<file path="src/rtl/rx_packet_reassembler_pkg.sv">
// Shared types for the RX packet reassembler: flit layout, header overlay
// and the per-VC assembly state.
package rx_packet_reassembler_pkg;

    localparam int VC_W = 1;

    typedef struct packed {
        logic [VC_W-1:0] vc;
    } flit_meta_t;

    typedef struct packed {
        flit_meta_t  metadata;
        logic [31:0] payload;
    } flit_t;

    // Header fields overlaid on payload[15:0]
    typedef struct packed {
        logic [7:0] src;
        logic [7:0] len;
    } reasm_hdr_t;

    typedef enum logic {
        IDLE = 1'b0,
        BODY = 1'b1
    } reasm_state_e;

endpackage

</file>
<file path="src/rtl/rx_packet_reassembler_fifo.sv">
// socetlib_fifo: small show-ahead FIFO used as the packet completion queue.
// rdata always shows the head entry; push and pop may happen in the same cycle.
module socetlib_fifo #(
    parameter int WIDTH = 2,
    parameter int DEPTH = 4
) (
    input  logic             clk,
    input  logic             n_rst,
    input  logic             push,
    input  logic             pop,
    input  logic [WIDTH-1:0] wdata,
    output logic [WIDTH-1:0] rdata,
    output logic             empty,
    output logic             full
);
    localparam int AW = (DEPTH > 1) ? $clog2(DEPTH) : 1;
    localparam int CW = $clog2(DEPTH + 1);

    logic [WIDTH-1:0] mem [DEPTH];
    logic [AW-1:0]    wr_ptr;
    logic [AW-1:0]    rd_ptr;
    logic [CW-1:0]    count;
    logic             do_push;
    logic             do_pop;

    assign empty   = (count == '0);
    assign full    = (count == CW'(DEPTH));
    assign do_push = push && !full;
    assign do_pop  = pop && !empty;
    assign rdata   = mem[rd_ptr];

    // Entry storage; written at the tail on push
    always_ff @(posedge clk) begin
        if (do_push) mem[wr_ptr] <= wdata;
    end

    // Pointer and occupancy bookkeeping
    always_ff @(posedge clk or negedge n_rst) begin
        if (!n_rst) begin
            wr_ptr <= '0;
            rd_ptr <= '0;
            count  <= '0;
        end else begin
            if (do_push) wr_ptr <= (wr_ptr == AW'(DEPTH - 1)) ? '0 : wr_ptr + AW'(1);
            if (do_pop)  rd_ptr <= (rd_ptr == AW'(DEPTH - 1)) ? '0 : rd_ptr + AW'(1);
            if (do_push && !do_pop)      count <= count + CW'(1);
            else if (do_pop && !do_push) count <= count - CW'(1);
        end
    end

endmodule

</file>
<file path="src/rtl/rx_packet_reassembler.sv">
// rx_packet_reassembler: rebuilds per-VC flit streams into whole packets and
// exposes only complete packets, in completion order, on the read side.
// Optional partial-packet abort is enabled by defining RX_REASM_TIMEOUT_EN.
//
// Flit handshake: a flit is accepted in any cycle where flit_valid && flit_ready
// are both high; flit_ready does not depend on flit_valid, and the matching
// credit_granted bit is high in that same cycle.
module rx_packet_reassembler
    import rx_packet_reassembler_pkg::*;
#(
    parameter int NUM_VCS        = 2,
    parameter int NUM_SLOTS      = 4,
    parameter int MAX_WORDS      = 16,
    parameter int TIMEOUT_CYCLES = 1024
) (
    input  logic                           clk,
    input  logic                           n_rst,
    input  flit_t                          flit_in,
    input  logic                           flit_valid,
    output logic                           flit_ready,
    output logic [NUM_VCS-1:0]             credit_granted,
    output logic                           pkt_avail,
    output logic [$clog2(MAX_WORDS+1)-1:0] pkt_len,
    output logic [7:0]                     pkt_src,
    input  logic                           rd_en,
    output logic [31:0]                    rd_data,
    output logic                           err,
    output logic                           timeout_err,
    output logic [NUM_VCS-1:0]             vc_body_dbg
);
    localparam int SLOT_W = (NUM_SLOTS > 1) ? $clog2(NUM_SLOTS) : 1;
    localparam int LEN_W  = $clog2(MAX_WORDS + 1);
    localparam int IDX_W  = (MAX_WORDS > 1) ? $clog2(MAX_WORDS) : 1;

    reasm_state_e      vc_state     [NUM_VCS];
    reasm_state_e      vc_state_nxt [NUM_VCS];
    logic [SLOT_W-1:0] vc_slot      [NUM_VCS];
    logic [LEN_W-1:0]  vc_remaining [NUM_VCS];
    logic [IDX_W-1:0]  vc_word_idx  [NUM_VCS];

    logic [31:0]       slot_mem [NUM_SLOTS][MAX_WORDS];
    logic [7:0]        slot_src [NUM_SLOTS];
    logic [LEN_W-1:0]  slot_len [NUM_SLOTS];
    logic [NUM_SLOTS-1:0] free_map;
    logic [NUM_SLOTS-1:0] free_map_nxt;

    logic [IDX_W-1:0]  rd_ptr;
    logic [SLOT_W-1:0] head_slot;
    logic              q_empty;
    logic              q_full;

    reasm_hdr_t        hdr;
    logic [VC_W-1:0]   in_vc;
    logic              in_body;
    logic              len_ok;
    logic              has_free;
    logic [SLOT_W-1:0] alloc_slot;
    logic              fire;
    logic              hdr_alloc;
    logic              hdr_bad;
    logic              body_wr;
    logic              last_word;
    logic              pop;
    logic [NUM_VCS-1:0] to_hit;

    assign hdr     = flit_in.payload[15:0];
    assign in_vc   = flit_in.metadata.vc;
    assign in_body = (vc_state[in_vc] == BODY);
    assign len_ok  = (hdr.len != 8'd0) && (hdr.len <= 8'(MAX_WORDS));

    // A header that will be stored needs a free slot; everything else is always taken
    assign flit_ready = in_body || !len_ok || has_free;
    assign fire       = flit_valid && flit_ready;
    assign hdr_alloc  = fire && !in_body && len_ok;
    assign hdr_bad    = fire && !in_body && !len_ok;
    assign body_wr    = fire && in_body;
    assign last_word  = body_wr && (vc_remaining[in_vc] == LEN_W'(1));

    assign credit_granted = fire ? (NUM_VCS'(1) << in_vc) : '0;

    assign pkt_avail = !q_empty;
    assign pkt_len   = pkt_avail ? slot_len[head_slot] : '0;
    assign pkt_src   = pkt_avail ? slot_src[head_slot] : '0;
    assign rd_data   = pkt_avail ? slot_mem[head_slot][rd_ptr] : '0;
    assign pop       = rd_en && pkt_avail && ({1'b0, rd_ptr} == (pkt_len - LEN_W'(1)));
    assign err       = hdr_bad || (rd_en && !pkt_avail);

    // Lowest-numbered free slot; uses the registered map so a slot freed this cycle waits a cycle
    always_comb begin
        alloc_slot = '0;
        has_free   = |free_map;
        for (int i = NUM_SLOTS - 1; i >= 0; i--) begin
            if (free_map[i]) alloc_slot = SLOT_W'(i);
        end
    end

    // Per-VC next state: header opens BODY, last word or timeout closes it
    always_comb begin
        for (int v = 0; v < NUM_VCS; v++) begin
            vc_state_nxt[v] = vc_state[v];
            vc_body_dbg[v]  = (vc_state[v] == BODY);
            if (fire && (in_vc == VC_W'(v))) begin
                case (vc_state[v])
                    IDLE:    if (len_ok) vc_state_nxt[v] = BODY;
                    BODY:    if (vc_remaining[v] == LEN_W'(1)) vc_state_nxt[v] = IDLE;
                    default: vc_state_nxt[v] = IDLE;
                endcase
            end
            if (to_hit[v]) vc_state_nxt[v] = IDLE;
        end
    end

    // Free bitmap update: allocate on header, release on final read or abort
    always_comb begin
        free_map_nxt = free_map;
        if (hdr_alloc) free_map_nxt[alloc_slot] = 1'b0;
        if (pop)       free_map_nxt[head_slot]  = 1'b1;
        for (int v = 0; v < NUM_VCS; v++) begin
            if (to_hit[v]) free_map_nxt[vc_slot[v]] = 1'b1;
        end
    end

    // Per-VC assembly contexts, slot metadata and the free map
    always_ff @(posedge clk or negedge n_rst) begin
        if (!n_rst) begin
            for (int v = 0; v < NUM_VCS; v++) begin
                vc_state[v]     <= IDLE;
                vc_slot[v]      <= '0;
                vc_remaining[v] <= '0;
                vc_word_idx[v]  <= '0;
            end
            for (int s = 0; s < NUM_SLOTS; s++) begin
                slot_src[s] <= '0;
                slot_len[s] <= '0;
            end
            free_map <= '1;
        end else begin
            for (int v = 0; v < NUM_VCS; v++) vc_state[v] <= vc_state_nxt[v];
            if (hdr_alloc) begin
                vc_slot[in_vc]       <= alloc_slot;
                vc_remaining[in_vc]  <= hdr.len[LEN_W-1:0];
                vc_word_idx[in_vc]   <= '0;
                slot_src[alloc_slot] <= hdr.src;
                slot_len[alloc_slot] <= hdr.len[LEN_W-1:0];
            end
            if (body_wr) begin
                vc_remaining[in_vc] <= vc_remaining[in_vc] - LEN_W'(1);
                vc_word_idx[in_vc]  <= vc_word_idx[in_vc] + IDX_W'(1);
            end
            free_map <= free_map_nxt;
        end
    end

    // Payload storage; body words land at the VC's current word index
    always_ff @(posedge clk) begin
        if (body_wr) slot_mem[vc_slot[in_vc]][vc_word_idx[in_vc]] <= flit_in.payload;
    end

    // Read pointer walks the head packet and rewinds when it is popped
    always_ff @(posedge clk or negedge n_rst) begin
        if (!n_rst)                 rd_ptr <= '0;
        else if (pop)               rd_ptr <= '0;
        else if (rd_en && pkt_avail) rd_ptr <= rd_ptr + IDX_W'(1);
    end

`ifdef RX_REASM_TIMEOUT_EN
    localparam int CNT_W = $clog2(TIMEOUT_CYCLES + 1);
    logic [CNT_W-1:0] idle_cnt [NUM_VCS];

    // The TIMEOUT_CYCLES-th consecutive idle cycle in BODY aborts the packet
    always_comb begin
        to_hit = '0;
        for (int v = 0; v < NUM_VCS; v++) begin
            to_hit[v] = (vc_state[v] == BODY) && !(fire && (in_vc == VC_W'(v)))
                        && (idle_cnt[v] == CNT_W'(TIMEOUT_CYCLES - 1));
        end
    end

    // Idle counters: cleared by any accepted flit on the VC, count only while in BODY
    always_ff @(posedge clk or negedge n_rst) begin
        if (!n_rst) begin
            for (int v = 0; v < NUM_VCS; v++) idle_cnt[v] <= '0;
        end else begin
            for (int v = 0; v < NUM_VCS; v++) begin
                if ((fire && (in_vc == VC_W'(v))) || (vc_state[v] != BODY) || to_hit[v])
                    idle_cnt[v] <= '0;
                else
                    idle_cnt[v] <= idle_cnt[v] + CNT_W'(1);
            end
        end
    end

    assign timeout_err = |to_hit;
`else
    logic unused_timeout;
    assign unused_timeout = (TIMEOUT_CYCLES > 0);
    assign to_hit         = '0;
    assign timeout_err    = 1'b0;
`endif

    socetlib_fifo #(
        .WIDTH (SLOT_W),
        .DEPTH (NUM_SLOTS)
    ) u_cmpl_q (
        .clk   (clk),
        .n_rst (n_rst),
        .push  (last_word),
        .pop   (pop),
        .wdata (vc_slot[in_vc]),
        .rdata (head_slot),
        .empty (q_empty),
        .full  (q_full)
    );

    logic unused_q_full;
    assign unused_q_full = q_full;

endmodule
</file>
<file path="config.mk">
export PLATFORM = sky130hd
export DESIGN_NAME = rx_packet_reassembler
export DESIGN_NICKNAME = d
export VERILOG_FILES = /design/src/rtl/rx_packet_reassembler_pkg.sv /design/src/rtl/rx_packet_reassembler_fifo.sv /design/src/rtl/rx_packet_reassembler.sv
export SDC_FILE = /design/constraint.sdc
export NUM_CORES = 2
export LEC_CHECK = 0
export CAP_MARGIN = 20
export CORE_MARGIN = 2
export CORE_UTILIZATION = 30
export CTS_CLUSTER_SIZE = 40
export DETAILED_ROUTE_END_ITERATION = 10
export MAX_ROUTING_LAYER = met4
export PLACE_DENSITY = 0.44
export SETUP_SLACK_MARGIN = 0.4
export SYNTH_ARGS = -nofsm -noshare
export SYNTH_HDL_FRONTEND = slang
export SYNTH_SLANG_ARGS = --single-unit
export TNS_END_PERCENT = 100
</file>
<file path="constraint.sdc">
create_clock -name clk -period 5.3 [get_ports clk]
set_input_delay 1.06 -clock clk [delete_from_list [all_inputs] [get_ports clk]]
set_output_delay 1.06 -clock clk [all_outputs]
set_load 0.005 [all_outputs]
</file>
* After elaboration in Yosys (flattened, before gate mapping) *
Memories as Yosys holds them, arrays and structs flattened.
Cells that the tools add are included.

cells by class
  add/subtract/negate cells = 8
  $lt $le $gt $ge = 13
  equality and inequality tests = 7
  shifts and indexed selects = 1
  muxes and demuxes = 72
  bitwise operators = 13
  reductions and logical operators = 35

operators with widths
  cell                   number
  $mux W512              1
  $bmux W32 S4           1
  $demux W32 S4          1
  $mux W32               4
  $mux W8                6
  $mux W5                8
  $bwmux W32             1
  $mux W4                8
  $mux W2                11
  $logic_and A1 B1 Y1    21
  $bwmux W10             2
  $bwmux W20             1
  $mux W10               2
  $bmux W8 S2            1
  $demux W8 S2           1
  $eq A5 B1 Y1 const B   3
  $mux W1                11
  $bmux W5 S2            1
  $demux W5 S2           1
  $ge A5 B5 Y1 const B   2
  $not A4 Y5             2
  $sub A5 B1 Y5 const B  2
  $add A4 B1 Y4 const B  2
  $and A8 B8 Y8          1
  other kinds (36)       55

word-level totals
  register bits = 91
  memory bits (writable) = 2056
  output and inout port bits = 53
  logic and storage cells = 172
  memories = 2

memory list
  name          depth  bits a word  rd ports  clocked after Yosys merged registers in  wr ports  line                              text
  slot_mem      4      512          1         0                                        1         rx_packet_reassembler.sv:41       logic [31:0] slot_mem [NUM_SLOTS][MAX_WORDS];
  u_cmpl_q.mem  4      2            1         0                                        1         rx_packet_reassembler_fifo.sv:19  logic [WIDTH-1:0] mem [DEPTH];

* Depth between registers and ports, before layout *
  depth after elaboration = 14
  depth in mapped cells = 21
  depth with buffers taken out = 17

* Cells and area by module *
From an unflattened synthesis, not the netlist that was laid out.

second synthesis, totals
  cells, all modules = 3479
  area total of the unflattened synthesis = 83104.7 um^2

by module, submodules not included
  module                 times used  cells an instance  area each (um^2)  seq. area each (um^2)
  rx_packet_reassembler  1           3432               82349.0           63606.0
  socetlib_fifo          1           47                 755.7             415.4

* Worst setup path after synthesis *
Ideal clock, no wire load.

  kind = input to register
  start = input port flit_in[32] (netlist name)
  end = memory slot_mem[0][320] (netlist name) (enable)
  library setup time = 0.421 ns
  arrival = 3.856 ns
  required time = 4.879 ns
  path slack = 1.023 ns
  cell stages on the path = 6
  buffers on the path = 3
  cell sequence = buf_1 -> clkbuf_1 -> mux2i_1 -> nand2_1 -> clkbuf_1 -> nor2_1

on the way
  longest elaborated chain between the ends = 10
  elaborated cells on any way between the ends = 22
  classes of those cells = order compare (2); mux (13); bitwise (2); reduce/logical (5)

RTL lines
  element                                                                 line                                                       text
  start: declaration                                                      rx_packet_reassembler.sv:18                                input flit_t flit_in,
  $not A1 Y2 (not written as such) *                                      rx_packet_reassembler.sv:68, rx_packet_reassembler.sv:156
  $mux W4 (not written as such) or $mux W1 (tied branches) (3 in series)  rx_packet_reassembler.sv:156, rx_packet_reassembler.sv:68
  $not A4 Y5 (not written as such) or $logic_or A1 B1 Y1 (tied branches)  rx_packet_reassembler.sv:156, rx_packet_reassembler.sv:72
  $ge A5 B5 Y1 (not written as such) (tied with other cells)              rx_packet_reassembler.sv:156                               if (body_wr) slot_mem[vc_slot[in_vc]][vc_word_idx[in_vc]] <= flit_in.payload;
  $logic_and A1 B1 Y1, on equally long branches                           rx_packet_reassembler.sv:156, rx_packet_reassembler.sv:73
  $mux W32 (not written as such) or $logic_and A1 B1 Y1 (tied branches)   rx_packet_reassembler.sv:156, rx_packet_reassembler.sv:76
  $demux W32 S4 or $mux W1 (tied branches)                                rx_packet_reassembler.sv:156
  $mux W512 (not written as such)                                         rx_packet_reassembler.sv:156
  end: declaration                                                        rx_packet_reassembler.sv:41

Mark *: on every way between the ends. The rest lies on a longest branch, timed or not. The select of a mux whose other input is x is not followed.

* Final worst setup path *
  start = memory u_cmpl_q.mem[3][0]
  end = output port rd_data[29]

on the way
  longest elaborated chain between the ends = 6

RTL lines
  element                                       line                              text
  start: declaration                            rx_packet_reassembler_fifo.sv:19
  $mem_v2 Z4 W2                                 --
  $mem_v2 Z4 W512                               --
  $bmux W32 S4                                  rx_packet_reassembler.sv:84       assign rd_data = pkt_avail ? slot_mem[head_slot][rd_ptr] : '0;
  $mux W32 (not written as such) (2 in series)  rx_packet_reassembler.sv:84
  $mux W32                                      rx_packet_reassembler.sv:84
  end: declaration                              rx_packet_reassembler.sv:26       output logic [31:0] rd_data,

Every way passes these cells. The select of a mux whose other input is x is not followed.

==> reports/results.tsv <==
stage	metric	value	unit
clock_tree	path_clk_slew	0.06	ns
drt	vias_per_cell	5.05	
setup_path	crit_chain	mux4_4, buf_12, buf_16, buf_16, buf_16, mux4_2, mux4_2, o21ai_2, nor2_2, clkdlybuf4s50_1	
setup_path	path_common_cell	buf_16	
yosys	synthXorXnorAreaFrac	0.00147	
setup_path	r2r_cells	19	
yosys	async_flop_share	0.0424	
drt	drtIter0Drc	4381	
drt	drc_errors	0	
global_route	grt_pass1_vias	43927	
place	place_ws	-0.251	ns
timing	fmax	189	MHz
setup_path	r2r_slack	0.69	ns
yosys	yosys.area_share.simple	0.0438	
timing	hold_viol_final	0	
timing	hold_slack	0.216	ns
yosys	synth_compound_area_frac	0.0304	
floorplanning	rows	193	
cells_and_area	fin_area	102000	um2
floorplanning	io_pins	90	
drt	wire_per_inst	29.6	um
yosys	yosysMostFrequentCell	edfxtp_1	
yosys	yosysTopAreaCellShare	0.739	
global_route	grt-ovfl-total	0	
yosys	synth_top_family_by_area	multiplexers	
pwr	p_leak	32.7	nW
yosys	syn_inst	4226	
yosys	synthMuxAreaShare	0.140	
setup_path	critical_path.max_stage_delay	0.64	ns
setup_path	path_depth	10	
timing	min_period	5.30	ns
setup_path	crit_fanout	12	
drt	vias	43530	
clock_tree	clk_path_buf_depth	3	
timing	rsz0062_at_grt	yes	
pwr	power.density	400	nW/um2
cells_and_area	area_growth	22.2	%
global_route	grt_usage	0.183	
timing	setup_ws	-0.00151	ns
global_route	antenna_found_initial	12	
clock_tree	htreeDepth	4	
run_status	failed_checks	negative setup slack	
pwr	ir_drop	0.357	mV
setup_path	r2r-end	u_cmpl_q.count[1]	
setup_path	cpMaxStageDelayCell	mux4_4	
yosys	synth_ff_type	edfxtp_1	
job	max_cap_violations	0	
yosys	synth_cell_types	58	
clock_tree	clock_latency	0.88	ns
drt	ant_nets	0	
yosys	synth_warnings	0	
place	dp_hpwl	140000	um
cells_and_area	drive_gt1_frac	0.321	
floorplanning	die-area	283000	um2
setup_path	critical-path-top-delay-family	multiplexers	
floorplanning	coreArea	277000	um2
timing	slew_headroom	0.279	
floorplanning	start_util	0.302	
yosys	synth-seq-cells	2147	
clock_tree	hold_buffers	0	
setup_path	required	4.24	ns
yosys	synth-seq-area-share	0.767	
yosys	synthesis.area	83500	um2
setup_path	endpoint	rd_data[29]	
setup_path	critical_path_buf_inv_count	5	
timing	skew	0.0308	ns
cells_and_area	layout.nets	4760	
hold_path	hold_class	input pin to async pin	
clock_tree	cts_made_buffers	226	
yosys	synthTopCellsByArea	edfxtp_1, mux4_2, dfrtp_1, nand2_1, mux2_2	
timing	worstMarginPinSlew	1.08	ns
yosys	synth_edf_count	2056	
setup_path	cp_data_arrival_time	4.24	ns
yosys	syn-num-nets	4278	
clock_tree	cts_sinks	2147	
yosys	synth_top_area_cell	edfxtp_1	
place	placed_area	91400	um2
floorplanning	die_h	532	um
setup_path	end_kind	output pin	
setup_path	critical_path_class	flop to output pin	
global_route	grt_max_degree	74	
place	gp_congestion	0.761	
timing	setup_viol	1	
yosys	avgSynthCellArea	19.8	um2
setup_path	start_kind	flop	
setup_path	r2r-start	u_cmpl_q.mem[3][0]	
global_route	grt_first_pass_wirelength	357000	um
place	port_buffers	88	
run_status	status	finished, violations left	
yosys	synthAdderAreaFrac	0.00234	
drt	routed_wl	255000	um
clock_tree	cts-root-buf	clkbuf_16	
setup_path	critPathLaunch	u_cmpl_q.mem[3][0]	
clock_tree	tritoncts	done	
timing	maxSlewViolCount	0	
timing	post-route-period-util	1.00	
drt	drt-pass1-iter-count	6	
floorplanning	die_w	532	um
yosys	synth_common_cells	edfxtp_1, mux4_2, nand2_1	
## area by class of cell
type                    instances  area (um2)
diodes                         10        25.0
clock buffers                 286        6020
clock inverters               137        1180
fillers                     25616      175000
inverters                      18        67.6
multi-input cells            1813       20100
flip-flops and latches       2147       64000
well taps                    3705        4640
repair buffers                502        5940
## how the worst min path moves through the flow
stage	from	endpoint	slack, ns	cells after the start
after floorplan	vc_slot[1]	vc_slot[1]	0.44	2
after global placement	vc_slot[1]	vc_slot[1]	0.47	2
after detailed placement	vc_slot[1]	vc_slot[1]	0.47	2
after CTS	n_rst	vc_body_dbg[0]	0.17	1
after global routing	n_rst	vc_remaining[3]	0.22	1
final	n_rst	vc_remaining[3]	0.22	1
## flip-flops by register name, summed over array words and instances (netlist names)
signal           cells
rd_ptr               4
vc_remaining        10
u_cmpl_q.mem         8
vc_body_dbg          2
u_cmpl_q.rd_ptr      2
u_cmpl_q.wr_ptr      2
vc_slot              4
u_cmpl_q.count       3
slot_src            32
slot_len            20
slot_mem          2048
vc_word_idx          8
free_map             4
## metrics by stage
step / utilization / setup TNS (ns) / power, W / cells
2_1_floorplan: - / 0 / 0.0217 / 4226
3_3_place_gp: 0.330 / -0.680 / 0.0251 / 8061
3_5_place_dp: 0.330 / -0.420 / 0.0251 / 8062
4_1_cts: 0.366 / -1.76 / 0.0412 / 8570
5_1_grt: 0.369 / -1.60 / 0.0421 / 8610
6_report: 0.369 / -0.00151 / 0.0408 / 8618
## power breakdown
group	internal, W	switching [W]	total, W
sequential	0.0190	0.000256	0.0192
clock	0.00887	0.00665	0.0155
combinational	0.00203	0.00403	0.00606
total	0.0299	0.0109	0.0408
## routing by layer
metal | GRT usage | vias up | part of all wire
li1 | - | 18297 | -
met1 | 0.249 | 23773 | 0.44
met2 | 0.297 | 1180 | 0.49
met3 | 0.0216 | 280 | 0.049
met4 | 0.0348 | 0 | 0.017
met5 | - | - | 0
## logic make-up (layout without fill, tap and decap cells)
kind of cell	count (synthesis)	after routing
compound gates	372	372
xor+xnor	14	14
fa+ha+maj	15	15
buf+inv	268	943
flops	2147	2147
mux	583	585
other cells	1	11
simple gates	826	826
## worst register-to-register path, stage by stage, from the launching register on
cell      delay, ns
edfxtp_1       0.40
mux4_4         0.64
buf_12         0.19
buf_6          0.16
buf_12         0.17
buf_8          0.19
and2_1         0.18
a211oi_2       0.28
a211oi_2       0.12
inv_1          0.08
ha_1           0.24
nand2_1        0.08
a211o_1        0.29
nor3_1         0.18
and3_1         0.27
inv_1          0.07
ha_1           0.22
inv_1          0.07
fa_1           0.40
mux2_2         0.26
## cell usage in the layout, fill, tap and decap left out, types with 60 or more instances in the layout
cell	Yosys	layout
mux4_2	465	464
dfrtp_1	87	83
clkbuf_16	0	237
and2_1	76	75
buf_4	18	233
edfxtp_1	2056	2056
nand3_1	139	129
nor2_4	0	83
mux2_2	62	60
nand2_1	402	396
buf_12	0	78
## what timing repair did
item | in CTS | in global routing
resized for setup | 429 | 73
cloned | 25 | 5
setup endpoints to repair | 38 | 41
buffers inserted | 60 | 33
pin swaps | 75 | 35
Power figures use the tool's default switching activity.
